$ cat src/rtl/cpu19_pkg.sv
// rtl/cpu19_pkg.sv - shared CPU19 types: ALU operation enum, opcode map, field widths
//
// Purpose : single source of truth for the ALU operation encoding and the
//           primary opcode map. Shared by the ALU control decoder and the ALU.
// Contents: ALU_OP_W, OPCODE_W, FUNCT_W  - field widths
//           alu_op_t                     - 5-bit ALU operation code (24..31 reserved)
//           OPC_*                        - primary opcode values
//           RTYPE_FUNCT_LIMIT, REXT_FUNCT_LIMIT - first illegal funct for opcodes 0/1
package cpu19_pkg;

    localparam int ALU_OP_W = 5;
    localparam int OPCODE_W = 5;
    localparam int FUNCT_W  = 5;

    typedef enum logic [ALU_OP_W-1:0] {
        ALU_ADD   = 5'd0,
        ALU_SUB   = 5'd1,
        ALU_MUL   = 5'd2,
        ALU_DIV   = 5'd3,
        ALU_MOD   = 5'd4,
        ALU_AND   = 5'd5,
        ALU_OR    = 5'd6,
        ALU_XOR   = 5'd7,
        ALU_NOT   = 5'd8,
        ALU_SLL   = 5'd9,
        ALU_SRL   = 5'd10,
        ALU_SRA   = 5'd11,
        ALU_ROL   = 5'd12,
        ALU_ROR   = 5'd13,
        ALU_SLT   = 5'd14,
        ALU_SLTU  = 5'd15,
        ALU_INC   = 5'd16,
        ALU_DEC   = 5'd17,
        ALU_NEG   = 5'd18,
        ALU_PASSA = 5'd19,
        ALU_PASSB = 5'd20,
        ALU_CMP   = 5'd21,
        ALU_NAND  = 5'd22,
        ALU_NOR   = 5'd23
    } alu_op_t;

    localparam logic [OPCODE_W-1:0] OPC_RTYPE = 5'd0;
    localparam logic [OPCODE_W-1:0] OPC_REXT  = 5'd1;
    localparam logic [OPCODE_W-1:0] OPC_ADDI  = 5'd2;
    localparam logic [OPCODE_W-1:0] OPC_SUBI  = 5'd3;
    localparam logic [OPCODE_W-1:0] OPC_ANDI  = 5'd4;
    localparam logic [OPCODE_W-1:0] OPC_ORI   = 5'd5;
    localparam logic [OPCODE_W-1:0] OPC_XORI  = 5'd6;
    localparam logic [OPCODE_W-1:0] OPC_SLLI  = 5'd7;
    localparam logic [OPCODE_W-1:0] OPC_SRLI  = 5'd8;
    localparam logic [OPCODE_W-1:0] OPC_LD    = 5'd9;
    localparam logic [OPCODE_W-1:0] OPC_ST    = 5'd10;
    localparam logic [OPCODE_W-1:0] OPC_BEQ   = 5'd11;
    localparam logic [OPCODE_W-1:0] OPC_BNE   = 5'd12;
    localparam logic [OPCODE_W-1:0] OPC_BLT   = 5'd13;
    localparam logic [OPCODE_W-1:0] OPC_JMP   = 5'd14;
    localparam logic [OPCODE_W-1:0] OPC_JAL   = 5'd15;
    localparam logic [OPCODE_W-1:0] OPC_LUI   = 5'd16;

    // R-type base maps funct 0..15 straight onto ALU_ADD..ALU_SLTU;
    // R-type extended maps funct 0..7 onto ALU_INC..ALU_NOR.
    localparam logic [FUNCT_W-1:0] RTYPE_FUNCT_LIMIT = 5'd16;
    localparam logic [FUNCT_W-1:0] REXT_FUNCT_LIMIT  = 5'd8;

endpackage

$ cat src/rtl/alu_op_decode_comb.sv
// rtl/alu_op_decode_comb.sv - combinational opcode/funct to ALU operation table
//
// Purpose : pure lookup from {opcode, funct} to {ALU operation, illegal}.
//           Unrecognised encodings produce ALU_ADD with illegal set, so the
//           ALU never sees a reserved operation code.
// Ports   : i_opcode    - primary opcode
//           i_funct     - function field, only consulted for opcodes 0 and 1
//           o_operation - ALU operation code
//           o_illegal   - 1 when the combination is not recognised
module alu_op_decode_comb
    import cpu19_pkg::*;
#(
    parameter int OP_W = 5
) (
    input  logic [OP_W-1:0] i_opcode,
    input  logic [OP_W-1:0] i_funct,
    output logic [OP_W-1:0] o_operation,
    output logic            o_illegal
);

    alu_op_t w_alu_op;

    always_comb begin
        w_alu_op  = ALU_ADD;
        o_illegal = 1'b0;
        case (i_opcode)
            OPC_RTYPE: begin
                if (i_funct < RTYPE_FUNCT_LIMIT) begin
                    w_alu_op = alu_op_t'(i_funct);
                end else begin
                    o_illegal = 1'b1;
                end
            end
            OPC_REXT: begin
                // Extended ops sit at ALU_INC + funct; the sum stays below 24.
                if (i_funct < REXT_FUNCT_LIMIT) begin
                    w_alu_op = alu_op_t'(ALU_INC + i_funct);
                end else begin
                    o_illegal = 1'b1;
                end
            end
            OPC_ADDI: w_alu_op = ALU_ADD;
            OPC_SUBI: w_alu_op = ALU_SUB;
            OPC_ANDI: w_alu_op = ALU_AND;
            OPC_ORI:  w_alu_op = ALU_OR;
            OPC_XORI: w_alu_op = ALU_XOR;
            OPC_SLLI: w_alu_op = ALU_SLL;
            OPC_SRLI: w_alu_op = ALU_SRL;
            // Loads and stores use the ALU for base + offset.
            OPC_LD:   w_alu_op = ALU_ADD;
            OPC_ST:   w_alu_op = ALU_ADD;
            // Branches compare operands; the branch unit reads the result flags.
            OPC_BEQ:  w_alu_op = ALU_SUB;
            OPC_BNE:  w_alu_op = ALU_SUB;
            OPC_BLT:  w_alu_op = ALU_SLT;
            // Jumps and LUI forward the immediate/target operand unchanged.
            OPC_JMP:  w_alu_op = ALU_PASSB;
            OPC_JAL:  w_alu_op = ALU_PASSB;
            OPC_LUI:  w_alu_op = ALU_PASSB;
            default: begin
                w_alu_op  = ALU_ADD;
                o_illegal = 1'b1;
            end
        endcase
    end

    assign o_operation = w_alu_op;

endmodule

$ cat src/rtl/alu_op_decoder.sv
// rtl/alu_op_decoder.sv - registered ALU-control decoder between decode and ALU
//
// Purpose : decodes opcode/funct every cycle and registers the ALU operation
//           together with its illegal flag; one cycle of latency, no handshake.
// Ports   : clk       - system clock, rising edge
//           rst_n     - synchronous active-low reset (outputs -> ADD, legal)
//           opcode    - primary instruction opcode
//           funct     - function field (opcodes 0 and 1 only)
//           operation - registered ALU operation code
//           illegal   - registered flag, 1 = unrecognised opcode/funct
module alu_op_decoder
    import cpu19_pkg::*;
#(
    parameter int OP_W = 5
) (
    input  logic            clk,
    input  logic            rst_n,
    input  logic [OP_W-1:0] opcode,
    input  logic [OP_W-1:0] funct,
    output logic [OP_W-1:0] operation,
    output logic            illegal
);

    logic [OP_W-1:0] w_operation;
    logic            w_illegal;
    logic [OP_W-1:0] r_operation;
    logic            r_illegal;

    alu_op_decode_comb #(
        .OP_W (OP_W)
    ) u_decode (
        .i_opcode    (opcode),
        .i_funct     (funct),
        .o_operation (w_operation),
        .o_illegal   (w_illegal)
    );

    // Operation and illegal are captured on the same edge so they always
    // describe the same instruction.
    always_ff @(posedge clk) begin
        if (!rst_n) begin
            r_operation <= OP_W'(ALU_ADD);
            r_illegal   <= 1'b0;
        end else begin
            r_operation <= w_operation;
            r_illegal   <= w_illegal;
        end
    end

    assign operation = r_operation;
    assign illegal   = r_illegal;

endmodule

$ cat config.mk
export PLATFORM = sky130hd
export DESIGN_NAME = alu_op_decoder
export DESIGN_NICKNAME = d
export VERILOG_FILES = /design/src/rtl/cpu19_pkg.sv /design/src/rtl/alu_op_decode_comb.sv /design/src/rtl/alu_op_decoder.sv
export SDC_FILE = /design/constraint.sdc
export NUM_CORES = 1
export LEC_CHECK = 0
export CORE_UTILIZATION = 31
export CTS_BUF_LIST = sky130_fd_sc_hd__clkbuf_16
export DETAILED_ROUTE_END_ITERATION = 10
export HOLD_SLACK_MARGIN = 0.1
export PLACE_DENSITY = 0.63
export SYNTH_ARGS = -nofsm -noshare
export SYNTH_HDL_FRONTEND = slang
export SYNTH_SLANG_ARGS = --single-unit
$ cat constraint.sdc
create_clock -name clk -period 0.9 [get_ports clk]
set_input_delay 0.135 -clock clk [delete_from_list [all_inputs] [get_ports clk]]
set_output_delay 0.135 -clock clk [all_outputs]
set_load 0.01 [all_outputs]
---- Word level (Yosys, flattened, before mapping) ----
Index checks and enable logic that the tools add are counted.
W data, S select, Z words.
word-level totals
  flip-flop bits (word level) ............. 6
  latch bits .............................. 0
  RAM bits ................................ 0
  bits in read-only memories .............. 0
  input bits .............................. 12
  memories ................................ 0
cells by class
  add/sub/neg operators ................... 1
  $mul .................................... 0
  div/mod/pow operators ................... 0
  order comparisons ....................... 2
  equal/unequal tests ..................... 16
  shifts and indexed selects .............. 0
  mux-type cells .......................... 6
  bitwise operators ....................... 0
  reductions and logical operators ........ 4
operators with widths
  operator               count
  $pmux W5 S10           1
  $eq A5 B4 Y1 const B   8
  $eq A5 B3 Y1 const B   4
  $reduce_or A15 Y1      1
  $eq A5 B2 Y1 const B   2
  $mux W5                2
  $reduce_or A3 Y1       2
  $add A5 B5 Y5 const A  1
  $eq A5 B1 Y1 const B   1
  $eq A5 B5 Y1 const B   1
  $logic_not A5 Y1       1
  $lt A5 B4 Y1 const B   1
  $lt A5 B5 Y1 const B   1
  $pmux W1 S3            1
  $mux W1                2

---- Longest topological paths before layout ----
Gate-level depths: netlist of the first run.
  depth in word-level cells ............... 3
  depth in mapped cells ................... 4

---- By module ----
Synthesis of the first run repeated with hierarchy kept, for this count alone.
second synthesis, totals
  cells, all modules ...................... 49
  area total of the unflattened synthesis .. 415.4 µm²
by module, submodules not included
  module              times used  cells each  area an instance (µm²)
  alu_op_decode_comb  1           37          257.7
  alu_op_decoder      1           12          157.7

---- Worst setup path before layout of the first run ----
Ideal clock, no wire load.
  path kind ............................... input to register
  start ................................... in opcode[1]
  end ..................................... reg r_operation[2] (netlist: operation[2])
  setup time .............................. 0.146 ns
  data arrival time ....................... 0.803 ns
  required time ........................... 0.754 ns
  setup slack ............................. -0.050 ns
  stages on the path ...................... 4
  path through ............................ buf_6 or3b_1 o2111ai_1 a311oi_1
between the ends
  longest elaborated chain between the ends .. 3
  elaborated cells between the ends (all ways) .. 17
RTL lines
  element                               RTL line                  source
  start: declaration                    alu_op_decoder.sv:18      input logic [OP_W-1:0] opcode,
  $eq A5 B4 Y1 (tied with other cells)  alu_op_decode_comb.sv:26  case (i_opcode)
  $reduce_or A3 Y1 (no source line)     n/a
  $pmux W5 S10 *                        alu_op_decode_comb.sv:26
  end signal: assignment                alu_op_decoder.sv:42      r_operation <= OP_W'(ALU_ADD);
  end signal: assignment                alu_op_decoder.sv:45      r_operation <= w_operation;
  end: declaration                      alu_op_decoder.sv:26      logic [OP_W-1:0] r_operation;
Every way passes the cells marked *; elsewhere a longest branch is shown, timed or not.
A chain may end at the register's enable or synchronous reset.

---- Final worst setup path of the first run ----
  start ................................... in opcode[2]
  end ..................................... reg r_operation[1] (netlist: operation[1])
The elaborated chain is that of the path after synthesis.

==> results.yml, run 1 <==
clocking:
  cts_sinks: 6
  htreeDepth: 1
  cts_tree: "done"
  cts_inserted_buffers: 3
  cts.path.max_buffers: 2
  root_buffer: "clkbuf_16"
  cts.clk_slew.worst_paths_ps: 30
drt:
  routedWlPerCell_um: 14.1
  vias: 507
  drt.antenna.violating_nets: 0
  wl_mm: 1.36
  via_per_inst: 5.28
  dr.pass1.iters: 3
  first_iter_violations: 10
  drc: 0
sta:
  holdWs_ps: 256
  tightest_slew_ps: 378
  fmax_ghz: 1.11
  final_max_slew_viol_count: 0
  setup_viol: 1
  hold_viol: 0
  rsz0062_at_grt: "true"
  period_needed_ps: 902
  max_slew_margin_pct: 74.7
  finalCritPeriodShare_pct: 100
  finalWorstSetupSlack_ps: -2.47
pwr:
  power.density_nw_per_um2: 1380
  p_leak_nw: 0.372
  vdd_drop_max_mv: 0.680
status:
  outcome: "finished with violations"
  violations: "negative setup slack"
floorplan:
  fp.dieH_um: 40.9
  ios: 18
  coreArea_um2: 1350
  design.die.area_um2: 1670
  start_util_pct: 34.8
  die_x_um: 40.9
  num_rows: 13
critical_path:
  cp-endpoint: "operation[1]"
  crit_fanout: 8
  crit_path_start_kind: "primary input"
  critPathRequiredTime_ps: 1050
  end_kind: "register"
  worstSetupPathType: "in -> reg"
  startpoint: "opcode[2]"
  cp.arrival_ps: 1050
finish:
  nFillCells: 101
  area_delta_synth_final_pct: 96.5
  num-nets-final: 95
  multi_input_area_um2: 373
  ff_latch_area_um2: 120
  fin_cells: 96
  drive_gt1_share_pct: 51.9
  diodes: 0
synth:
  synthTopCellsByArea: "dfxtp_1, nor4_4, a311oi_1"
  synth_seq_cells: 6
  synth_most_common_cell: "dfxtp_1"
  postSynthCellCount: 49
  ys_warn_count: 0
  synth_edf_count: 0
  synth.avg_cell_area_um2: 9.58
  syn_area_um2: 469
  synth_common_cells: "dfxtp_1, nand2b_1, nand3_1"
  yosysSeqAreaShare_pct: 25.6
  yosysTopAreaCell: "dfxtp_1"
  synth.top_cell.area_share_pct: 25.6
  syn-num-nets: 61
  synthDistinctLibCells: 26
  synth_ff_type: "dfxtp_1"
  async_flop_share_pct: 0
global_route:
  grtUsageTotal_pct: 17.4
  antenna_found_initial: 0
  grt_overflow: 0
  grt_pass1_wl_mm: 1.90
  grt_pass1_vias: 438
  grt_max_degree: 11
placement:
  hpwl_um: 840
  numPortBuffers: 17
  globalplace.congestion: 0.807
  dp_slack_ps: -758
  place_inst: 87
hold_path:
  hold_start: "rst_n"
  hold_path_class: "in -> reg"
job:
  max_cap_violations: 0
## through the flow
| step | instance area (µm²) | power [mW] | util [%] | TNS (ps) |
|---|---|---|---|---|
| floorplan | 473 | 0.384 | - | -22.0 |
| global placement | 708 | 0.501 | 52.5 | -4500 |
| detailed placement | 708 | 0.503 | 52.5 | -4470 |
| CTS | 867 | 1.25 | 64.2 | -254 |
| global route | 922 | 1.32 | 68.3 | -165 |
| finish | 922 | 1.27 | 68.3 | -2.47 |
## critical path: stages
cell and delay [ps]:
buf_12 110, nor4_4 240, buf_4 180, buf_6 100, nand3_2 70, a211oi_2 210
## where the power goes
group | internal (mW) | leakage, nW | switching (mW)
Combinational | 0.167 | 0.286 | 0.125
Clock | 0.569 | 0.0370 | 0.133
Sequential | 0.276 | 0.0488 | 0.00179
Total | 1.01 | 0.372 | 0.260
## worst min-delay path by stage
stage	end	slack [ps]	cells after the start
floorplan	illegal	290	1
global placement	operation[1]	730	3
detailed placement	operation[1]	730	3
CTS	illegal	350	4
global route	illegal	260	2
finish	illegal	260	2
## logic make-up (layout without fill, tap and decap cells)
group / Yosys count / in the layout / share of synthesized area [%]
AOI/OAI and AO/OA: 13 / 13 / 21.3
DFF: 6 / 6 / 25.6
and+or+nand+nor: 23 / 23 / 41.6
xor gates and xnor gates: 1 / 1 / 1.87
buffers and inverters: 6 / 38 / 9.60
## layout make-up
cell class	instances	share of cell area (%)
clock buffer	3	8.14
multi-input combinational	37	40.4
inverter	2	0.814
tap	15	2.04
timing repair buffer	33	35.5
sequential	6	13.0
## cell usage in the layout, fill, tap and decap left out, types with 2 or more instances in the layout
cell             instances
buf_4                   11
dfxtp_1                  6
buf_6                    6
clkbuf_2                 6
nand2b_1                 4
nand3_1                  3
nand2_1                  3
clkbuf_16                3
clkdlybuf4s50_1          3
nor4_4                   2
inv_1                    2
a311oi_2                 2
and3b_1                  2
a211oi_2                 2
nand4bb_1                2
dlygate4sd2_1            2
buf_12                   2
## routing by layer
| metal | GRT usage (%) | routed length [µm] | part of all wire, % |
|---|---|---|---|
| met3 | 0 | 31 | 2.3 |
| met2 | 28.9 | 685 | 50 |
| met4 | 10.0 | 0 | 0 |
| met5 | 0 | 0 | 0 |
| met1 | 22.4 | 640 | 47 |
## flip-flops by register name, summed over array words and instances (netlist names)
signal     flops
illegal        1
operation      5
## what timing repair did
| action | CTS | global route |
|---|---|---|
| gates cloned | 1 | 0 |
| hold buffers | 0 | 0 |
| buffers inserted | 4 | 2 |
| endpoints found under the setup margin | 12 | 12 |
| pin swaps | 10 | 7 |
| gates resized for setup | 45 | 24 |
Note: power is estimated with default switching activity, not from simulation.
==> run 2, diff against run 1 <==
--- a/config.mk
+++ b/config.mk
@@ -10,6 +10,7 @@
 export DETAILED_ROUTE_END_ITERATION = 10
 export HOLD_SLACK_MARGIN = 0.1
 export PLACE_DENSITY = 0.63
+export SKIP_CTS_REPAIR_TIMING = 1
 export SYNTH_ARGS = -nofsm -noshare
 export SYNTH_HDL_FRONTEND = slang
 export SYNTH_SLANG_ARGS = --single-unit
==> run 2 against run 1 <==
Compared with the run above: the flow still finishes with violations (negative setup slack); total power down 0.35%; non-clock buffer count decreased by 2; first-iteration DRC count fell by 40%; clock power about the same; sequential cell count is the same; global-route usage shrank 1.7 points; critical path depth shrank 1; combinational power down 1%; count of clock-buffer cells in the layout did not move; worst setup slack worse by 140 ps; highest routed layer unchanged.
==> results.yml, run 2 (same netlist as run 1, synthesis figures left out) <==
floorplan:
  die_x_um: 40.9
  fp.dieH_um: 40.9
  design.die.area_um2: 1670
  start_util_pct: 34.8
  ios: 18
  num_rows: 13
  coreArea_um2: 1350
critical_path:
  critPathRequiredTime_ps: 1030
  crit_fanout: 6
  cp.arrival_ps: 1170
  crit_path_start_kind: "primary input"
  end_kind: "register"
  worstSetupPathType: "in -> reg"
pwr:
  clkPwrFrac_pct: 55.4
  p_int_mw: 1.00
  swShare_pct: 20.9
  p_sw_mw: 0.264
  power.density_nw_per_um2: 1350
  vdd_drop_max_mv: 0.732
  p_seq_share_pct: 21.9
  comb_power_share_pct: 22.7
  p_leak_nw: 0.459
clocking:
  cts_inserted_buffers: 3
  cts.clk_slew.worst_paths_ps: 30
  htreeDepth: 1
  root_buffer: "clkbuf_16"
  cts_tree: "done"
  cts_sinks: 6
  cts.path.max_buffers: 2
finish:
  area_delta_synth_final_pct: 99.7
  num-nets-final: 93
  largest_reg_flops: 5
  final_common_cell: "buf_4"
  ff_latch_area_um2: 120
  nFillCells: 99
  drive_gt1_share_pct: 44.3
  multi_input_area_um2: 390
  diodes: 0
  mostFrequentLayoutCells: "buf_4, dlymetal6s2s_1, dfxtp_1"
hold_path:
  hold_path_class: "in -> reg"
  hold_depth: 4
global_route:
  grt_overflow: 0
  busiest_layer: "met2"
  antenna_found_initial: 0
  grt_pass1_vias: 409
  grt_max_degree: 17
  met3_usage_pct: 0
  met2_usage_pct: 24.2
  grtUsageTotal_pct: 15.7
  met1_usage_pct: 21.5
  grt_pass1_wl_mm: 1.73
sta:
  fmax_ghz: 0.962
  period_needed_ps: 1040
  final_max_slew_viol_count: 0
  hold_viol: 0
  rsz0062_at_grt: "true"
  tightest_slew_ps: 392
  holdWs_ps: 300
  finalWorstSetupSlack_ps: -139
  max_slew_margin_pct: 73.7
  finalCritPeriodShare_pct: 115
  setup_viol: 5
status:
  outcome: "finished with violations"
  violations: "negative setup slack"
drt:
  wl_mm: 1.33
  drc: 0
  vias: 491
  dr.pass1.iters: 4
  first_iter_violations: 6
  drt.antenna.violating_nets: 0
  via_per_inst: 5.22
  routedWlPerCell_um: 14.1
placement:
  dp_slack_ps: -758
  hpwl_um: 840
  globalplace.congestion: 0.807
  numPortBuffers: 17
job:
  max_cap_violations: 0
==> run 2: cell types whose count changed in the layout (fill, tap and decap cells not counted), sizes merged <==
cell,change
dlymetal6s2s,+7
buf,-5
clkbuf,-3
clkdlybuf4s50,+2
dlygate4sd2,-2
bufbuf,-1
==> run 2: power by group through the flow <==
stage               Sequential [mW]  Combinational, mW  Clock, mW
floorplan                     0.286             0.0981          0
global placement              0.281              0.220          0
detailed placement            0.281              0.222          0
CTS                           0.278              0.223      0.718
global route                  0.278              0.305      0.734
finish                        0.277              0.287      0.702
==> run 2: metrics by stage <==
| stage | total power [mW] | cells | cell area (µm²) | TNS [ps] | utilization [%] |
|---|---|---|---|---|---|
| 3_3_place_gp | 0.501 | 87 | 708 | -4500 | 52.5 |
| 6_report | 1.27 | 94 | 937 | -547 | 69.4 |
| 4_1_cts | 1.22 | 90 | 783 | -4550 | 58.0 |
| 5_1_grt | 1.32 | 94 | 937 | -837 | 69.4 |
| 3_5_place_dp | 0.503 | 87 | 708 | -4470 | 52.5 |
| 2_1_floorplan | 0.384 | 49 | 473 | -22.0 | - |
==> run 2: worst max-delay path: stages <==
cell       delay (ps)
buf_6              90
buf_6             120
nor4_4            410
nand4bb_1         160
a311oi_2          260
==> run 2: layout make-up <==
cell class | count | share of cell area, %
Multi-Input combinational cell | 37 | 41.7
Timing Repair Buffer | 31 | 34.7
Sequential cell | 6 | 12.8
Clock buffer | 3 | 8.01
Tap cell | 15 | 2.00
Inverter | 2 | 0.801
==> run 2: per-layer routing <==
metal / part of all wire, % / vias to the layer above
li1: - / 255
met3: 3.2 / 0
met4: 0 / 0
met1: 47 / 226
met2: 49 / 10
met5: 0 / -
==> run 2: path summary, 6_finish.rpt <==
kind | from | to | slack (ps)
setup / recovery | opcode[2] | operation[3] | -140
hold / removal | opcode[3] | illegal | 300
==> run 3, diff against run 2 <==
--- a/config.mk
+++ b/config.mk
@@ -5,11 +5,11 @@
 export SDC_FILE = /design/constraint.sdc
 export NUM_CORES = 1
 export LEC_CHECK = 0
-export CORE_UTILIZATION = 31
+export CORE_UTILIZATION = 30
 export CTS_BUF_LIST = sky130_fd_sc_hd__clkbuf_16
 export DETAILED_ROUTE_END_ITERATION = 10
 export HOLD_SLACK_MARGIN = 0.1
-export PLACE_DENSITY = 0.63
+export PLACE_DENSITY = 0.62
 export SKIP_CTS_REPAIR_TIMING = 1
 export SYNTH_ARGS = -nofsm -noshare
 export SYNTH_HDL_FRONTEND = slang
==> run 3 against run 2 <==
Compared with the run above: the run still ends with negative setup slack left; hold slack better by 24 ps; first-iteration DRC count stayed put; sequential cell count stayed put; critical endpoint unchanged.
==> results.yml, run 3 (same netlist as run 1, synthesis figures left out) <==
clocking:
  cts_inserted_buffers: 3
  cts_tree: "done"
  cts_sinks: 6
  root_buffer: "clkbuf_16"
  cts.path.max_buffers: 2
  cts.clk_slew.worst_paths_ps: 30
  htreeDepth: 1
floorplan:
  ios: 18
  design.die.area_um2: 1730
  die_x_um: 41.5
  coreArea_um2: 1380
  start_util_pct: 33.9
  num_rows: 13
  fp.dieH_um: 41.5
critical_path:
  cp.arrival_ps: 1210
  crit_path_start_kind: "primary input"
  worst-path-buf-inv: 3
  cp_cell_sequence: "buf_6, buf_6, nor4_4, buf_4, nand4bb_1, a311oi_2"
  cp_top_family: "simple AND/OR/NAND/NOR gates"
  critPathRequiredTime_ps: 1030
  slowest_stage: "nor4_4"
  worstSetupPathType: "in -> reg"
  worst_path_largest_cell_delay_ps: 300
  path_common_cell: "buf_6"
  crit_fanout: 6
  end_kind: "register"
finish:
  num-nets-final: 100
  utilization_pct: 70.6
  fin_area_um2: 976
  mostFrequentLayoutCells: "buf_4, dlymetal6s2s_1, buf_6"
  drive_gt1_share_pct: 50.0
  final_common_cell: "buf_4"
  area_delta_synth_final_pct: 108
  largest_reg_flops: 5
  nFillCells: 98
  diodes: 0
sta:
  finalWorstSetupSlack_ps: -188
  setup_viol: 5
  period_needed_ps: 1090
  rsz0062_at_grt: "true"
  finalCritPeriodShare_pct: 121
  final_max_slew_viol_count: 0
  fmax_ghz: 0.920
  hold_viol: 0
  tightest_slew_ps: 274
  max_slew_margin_pct: 81.8
placement:
  hpwl_um: 887
  numPortBuffers: 17
  globalplace.congestion: 0.827
  placed_area_um2: 718
global_route:
  grt_pass1_wl_mm: 1.96
  grt_max_degree: 12
  grt_pass1_vias: 490
  grt_overflow: 0
  grtUsageTotal_pct: 14.7
  antenna_found_initial: 0
status:
  violations: "negative setup slack"
  outcome: "finished with violations"
hold_path:
  hold_path_class: "in -> reg"
pwr:
  p_leak_nw: 0.493
  power.density_nw_per_um2: 1320
  vdd_drop_max_mv: 0.743
  totalPowerFinal_mw: 1.28
drt:
  via_per_inst: 5.46
  first_iter_violations: 6
  routedWlPerCell_um: 15.8
  dr.pass1.iters: 4
  vias: 551
  drt.antenna.violating_nets: 0
  drc: 0
  wl_mm: 1.60
job:
  max_cap_violations: 0
-- run 3: cell types whose count changed in the layout (fill, tap and decap cells not counted), moves of 2 or more --
| cell | delta |
|---|---|
| buf_4 | +5 |
| dlymetal6s2s_1 | +2 |
| buf_6 | +4 |
| nand3_2 | +2 |
| nand3_1 | -2 |
-- run 3: path summary, 6_finish.rpt --
path,end,from,cells after the start,slack [ps]
setup / recovery,operation[3],opcode[2],6,-190
hold / removal,operation[1],funct[3],4,320
-- run 3: tightest hold or removal path, cell delays in order --
cell and delay, ps:
dlymetal6s2s_1 120, a21oi_2 100, nand3_2 90, a211oi_2 60
-- run 3: metrics by stage --
step	std cells	setup slack (ps)	TNS [ps]	hold slack (ps)
after floorplan	49	-22.0	-22.0	289
after global placement	90	-684	-4050	733
after detailed placement	90	-756	-4320	721
after CTS	93	-524	-4370	492
after global routing	101	-217	-934	350
final	101	-188	-513	325
-- run 3: final cells by class --
type                            instances  area (µm²)  area share (%)
Multi-Input combinational cell         37         378            38.7
Timing Repair Buffer                   38         373            38.2
Sequential cell                         6         120            12.3
Clock buffer                            3        75.1            7.69
Tap cell                               15        18.8            1.92
Inverter                                2        11.3            1.15
-- run 3: layer usage --
metal  up-vias  global-route usage, %  share of wire (%)
li1        269                      -                  -
met1       258                   15.8                 40
met2        20                   26.9                 55
met3         4                   3.91                2.4
met4         0                   5.81                3.1
met5         -                      0                  0
-- run 3: report_power, final --
group | switching (mW) | internal (mW)
Combinational | 0.130 | 0.162
Sequential | 0.00144 | 0.276
Clock | 0.145 | 0.570
Total | 0.277 | 1.01
